--- config.mk ---
export PLATFORM = sky130hd
export DESIGN_NAME = eth_tx_framer
export DESIGN_NICKNAME = d
export VERILOG_FILES = /design/src/rtl/eth_tx_framer.sv
export SDC_FILE = /design/constraint.sdc
export NUM_CORES = 1
export LEC_CHECK = 0
export CORE_MARGIN = 2
export CORE_UTILIZATION = 45
export CTS_BUF_LIST = sky130_fd_sc_hd__clkbuf_16
export CTS_CLUSTER_DIAMETER = 150
export CTS_CLUSTER_SIZE = 25
export DETAILED_ROUTE_END_ITERATION = 7
export SYNTH_ARGS = -nofsm -noshare
export SYNTH_HDL_FRONTEND = slang
export SYNTH_SLANG_ARGS = --single-unit
--- constraint.sdc ---
create_clock -name clk -period 3.8 [get_ports clk]
set_clock_uncertainty 0.1 [all_clocks]
set_input_delay 0.76 -clock clk [delete_from_list [all_inputs] [get_ports clk]]
set_output_delay 0.76 -clock clk [all_outputs]
set_load 0.05 [all_outputs]
--- src/rtl/eth_tx_framer.sv ---
// Ethernet transmit framer: preamble, SFD, payload, optional zero pad, CRC-32 FCS, IFG.
// Zero padding to 60 bytes is built only when ETH_TX_PAD_EN is defined.
module eth_tx_framer #(
   parameter int unsigned IFG_BYTES = 12
) (
   input  logic       clk,
   input  logic       rst_n,
   input  logic [7:0] s_data,
   input  logic       s_valid,
   input  logic       s_last,
   output logic       s_ready,
   output logic [7:0] tx_data,
   output logic       tx_en,
   output logic       tx_busy,
   output logic       tx_err
);
   localparam int unsigned PRE_BYTES = 7;
   localparam int unsigned MIN_LEN   = 60;
   localparam int unsigned MAX_LEN   = 1514;
   localparam logic [31:0] POLY      = 32'hEDB88320;
   localparam logic [31:0] CRC_INIT  = 32'hFFFFFFFF;

   typedef enum logic [2:0] {IDLE, PRE, SFD, DATA, PAD, FCS, DRAIN, IFG} state_t;

   state_t      state;
   logic [10:0] len;
   logic [10:0] len_inc;
   logic [2:0]  step;
   logic [7:0]  ifg_cnt;
   logic [31:0] crc;
   logic [31:0] crc_inv;

   // Reflected CRC-32, one byte processed LSB first.
   function automatic logic [31:0] crc_byte(input logic [31:0] c, input logic [7:0] d);
      logic [31:0] r;
      r = c;
      for (int i = 0; i < 8; i++) begin
         r = (r[0] ^ d[i]) ? ((r >> 1) ^ POLY) : (r >> 1);
      end
      return r;
   endfunction

   assign len_inc = (len == 11'h7FF) ? len : len + 11'd1;
   assign crc_inv = ~crc;
   assign s_ready = (state == SFD) || (state == DATA) || (state == DRAIN);

   always_ff @(posedge clk) begin
      if (!rst_n) begin
         state   <= IDLE;
         tx_data <= 8'h00;
         tx_en   <= 1'b0;
         tx_busy <= 1'b0;
         tx_err  <= 1'b0;
         len     <= 11'd0;
         step    <= 3'd0;
         ifg_cnt <= 8'd0;
         crc     <= CRC_INIT;
      end else begin
         tx_err <= 1'b0;
         case (state)
            IDLE: begin
               if (s_valid) begin
                  state   <= PRE;
                  tx_en   <= 1'b1;
                  tx_data <= 8'h55;
                  tx_busy <= 1'b1;
                  step    <= 3'd1;
                  len     <= 11'd0;
               end
            end
            PRE: begin
               if (step == 3'(PRE_BYTES)) begin
                  state   <= SFD;
                  tx_data <= 8'hD5;
                  crc     <= CRC_INIT;
               end else begin
                  tx_data <= 8'h55;
                  step    <= step + 3'd1;
               end
            end
            // The SFD cycle already accepts the first payload byte.
            SFD, DATA: begin
               if (!s_valid || (len_inc > 11'(MAX_LEN))) begin
                  tx_en   <= 1'b0;
                  tx_data <= 8'h00;
                  tx_err  <= 1'b1;
                  ifg_cnt <= 8'd0;
                  state   <= (s_valid && s_last) ? IFG : DRAIN;
               end else begin
                  tx_data <= s_data;
                  crc     <= crc_byte(crc, s_data);
                  len     <= len_inc;
                  step    <= 3'd0;
                  if (s_last) begin
`ifdef ETH_TX_PAD_EN
                     state <= (len_inc < 11'(MIN_LEN)) ? PAD : FCS;
`else
                     state <= FCS;
`endif
                  end else begin
                     state <= DATA;
                  end
               end
            end
`ifdef ETH_TX_PAD_EN
            PAD: begin
               tx_data <= 8'h00;
               crc     <= crc_byte(crc, 8'h00);
               len     <= len_inc;
               if (len_inc == 11'(MIN_LEN)) state <= FCS;
            end
`endif
            FCS: begin
               tx_data <= crc_inv[{step[1:0], 3'b000} +: 8];
               if (step == 3'd3) begin
                  state   <= IFG;
                  ifg_cnt <= 8'd0;
               end else begin
                  step <= step + 3'd1;
               end
            end
            DRAIN: begin
               if (s_valid && s_last) begin
                  state   <= IFG;
                  ifg_cnt <= 8'd0;
               end
            end
            IFG: begin
               tx_en   <= 1'b0;
               tx_data <= 8'h00;
               if (ifg_cnt == 8'(IFG_BYTES - 1)) begin
                  state   <= IDLE;
                  tx_busy <= 1'b0;
               end else begin
                  ifg_cnt <= ifg_cnt + 8'd1;
               end
            end
            default: state <= IDLE;
         endcase
      end
   end
endmodule
==> results.md <==
* Utilization after layout at a little over half
* Clock Pin Slew Worst Setup and Hold Paths at roughly 0.060 ns
* Non-filler cells, final at 607
* Clock Tree Buf Depth at 2
* Most common cell after layout, fill and taps aside: dfxtp_1
* Global route total overflow at 0
* Final Slew Violations at 0
* First-pass GRT wire length at 18530 um
* Rows at 35
* Final Cycle Share at 79.80%
* Pin count of the biggest net entering global routing at 52
* CTS tree: done
* DR WL/cell at around 18 um
* Unique masters post-synth at between 50 and 60
* Number of synthesized flops with an enable pin at 0
* Net Sw Frac at 38.38%
* Switching pwr at 0.001012 W
* Post-CTS Resized at 0
* Final hold violations at 0
* Post-CTS Setup Bufs at 0
* Max Freq at 0.3298 GHz
* MaxCap Viol Count at 0
* Comb pwr share at 37.2%
* Prevailing post-synth register cell: dfxtp_1
* Die W at 101.0 um
* DR iter-0 viols at slightly below 200
* Top Ports at 24
* Layout Nets at slightly above 500
* Initial Util at 46.01%
* Post-DP HPWL at 7145 um
* RSZ-0062 raised after global routing: false
* DRC at 0
* Fin Setup TNS at 0 ns
* Tmin final at 3.033 ns
* CTS sink count at 68
* Most frequent cells in the layout: dfxtp_1 (68), xnor2_1 (53), a31oi_1 (34)
* Synth Warn # at 0
* Power Total at 0.002636 W
* Lkg Pwr at roughly 1.6 nW
* ANT nets after route at 0
* Setup violations, final at 0
* Layout cell share with drive strength beyond 1 at 10.28%
* Worst Tran Pin Value at 0.7198 ns
* Routed WL at 10790 um
* CORE AREA at 9196 um2
* Vias in the first global route at 3671
* Hold path depth at 2
* Die Ht at slightly above 100 um
* # hold bufs at CTS at 0
* Peak VDD IR at about 0.3 mV
* Post-synthesis net count at 498
* Critical path class: reg2reg
* DR vias at 3725
* Clock power frac at 30.8%
* Power per Cell Area at 544.7 nW/um2
* Outcome: completed
* Sequential share of the synthesized area at 32.17%
* GRT Util Overall at 22.61%
* PortBufs at 23
* Crit end category: flip-flop
* Inserted Diodes at 0
* Placed Instances at 591
* Sequential share of power at 32.1%
* Vias per cell at 6.137
* Area delta synth->final at 14.37%
* H-tree levels at 3
* Hold WC Path Type: reg2reg
* FF+latch count, synth at 68
* Die ar. at 10190 um2
* CTS Buf Count at 9
* Int Pwr at 0.001624 W
* CP Launch Type: flip-flop
* Root Driver: clkbuf_16
* Worst-path fanout max at 32
* Max-slew headroom at 51.67%
* R2r worst-path depth at 10
* Cells after Synth at 481
* Post-DP Area at ~4600 um2
* Design Area, Final at 4840 um2
* Arrival @ worst endpoint at between 3 and 4 ns
* Initial antenna violation count at 0
* Synth Cell Area at 4232 um2
* Synth async-reset ratio at 0%
* Worst path required time at 3.95 ns
* Syn avg cell area at 8.797 um2
* Worst-Skew Late Latency at 0.33 ns
* Drt pass-1 iters at 5
* Routability cong. at 0.8560
[power groups by stage]
stage / combinational (W) / clock (W) / sequential (W)
detailed placement: 0.000979 / 0 / 0.000861
global route: 0.00107 / 0.000855 / 0.000856
global placement: 0.000979 / 0 / 0.000859
finish: 0.000979 / 0.000811 / 0.000846
floorplan: 0.000629 / 0 / 0.000943
CTS: 0.000985 / 0.000824 / 0.000846
[cell families (layout without fill, tap and decap cells)]
kind of cell	count (synthesis)	count (layout)	share of synthesized area, %
compound gates	125	125	20.37
xor+xnor	72	72	14.90
fa+ha+maj	5	5	1.478
buf+inv	48	63	4.820
flops	68	68	32.17
mux	11	11	4.997
simple gates	152	152	21.26
[worst max-delay path, stage by stage (launching register included)]
cell	delay, ns
dfxtp_1	0.43
ha_1	0.32
and4_1	0.29
a21o_1	0.13
o2111ai_1	0.16
o41ai_4	0.46
a21o_1	0.30
buf_4	0.20
nand2_1	0.06
buf_4	0.27
a41oi_1	0.24
[cells in the mapped netlist (all sizes together) (3+ instances only)]
master	count	share of area, %
nor2	31	2.7
a31o	3	0.62
and2	4	0.65
xor2	19	3.9
clkbuf	22	2.0
nand3	24	2.8
and3	7	1.0
nor4b	33	6.8
o21a	5	0.89
a21oi	25	3.0
o211ai	3	0.53
o22ai	3	0.44
ha	5	1.5
nand2	19	1.7
o21ai	17	2.0
buf	17	2.0
nor3	11	1.3
mux4	8	4.3
and4	3	0.62
dfxtp	68	32
a221oi	4	0.83
xnor2	53	11
inv	9	0.80
a31oi	34	5.0
a211oi	11	2.3
or3	4	0.71
nand4	7	1.4
o31ai	3	0.53
[layout make-up]
| type | instances | area, um2 |
|---|---|---|
| inverter | 9 | 33.78 |
| clock inverter | 7 | 58.81 |
| timing repair buffer | 38 | 342.8 |
| sequential | 68 | 1361 |
| multi-input combinational | 365 | 2679 |
| tap | 111 | 138.9 |
| clock buffer | 9 | 225.2 |
| fill | 883 | 4357 |
[registers in the layout (all words and copies together) (netlist names)]
signal   cells
crc         32
ifg_cnt      8
len         11
state        3
step         3
tx_busy      1
tx_data      8
tx_en        1
tx_err       1
[per-layer routing]
layer | GRT usage, % | share of wire, % | wire length, um | up-vias
met5 | 0 | 0 | 0 | -
met3 | 3.883 | 3.9 | 426 | 19
met2 | 35.59 | 46 | 4981 | 95
met1 | 31.52 | 48 | 5211 | 1787
met4 | 7.277 | 1.6 | 175 | 0
li1 | - | - | - | 1824
[path summary, 6_finish.rpt]
| check | from | end | slack [ns] |
|---|---|---|---|
| worst max-delay path | len[0]$_SDFFE_PN0P_ | crc[19]$_SDFFE_PN1P_ | 0.77 |
| worst max register to register | len[0]$_SDFFE_PN0P_ | crc[19]$_SDFFE_PN1P_ | 0.77 |
| worst min-delay path | ifg_cnt[1]$_SDFFE_PN0P_ | ifg_cnt[1]$_SDFFE_PN0P_ | 0.38 |
| worst min register to register | ifg_cnt[1]$_SDFFE_PN0P_ | ifg_cnt[1]$_SDFFE_PN0P_ | 0.38 |
[per-stage QoR]
| stage | hold slack [ns] | setup slack [ns] |
|---|---|---|
| after floorplan | 0.3472 | 1.323 |
| after global placement | 0.3645 | 0.6778 |
| after detailed placement | 0.3736 | 0.6489 |
| after CTS | 0.3817 | 0.7692 |
| after global routing | 0.4190 | 0.5445 |
| final | 0.3802 | 0.7675 |
Power figures use the tool's default switching activity.
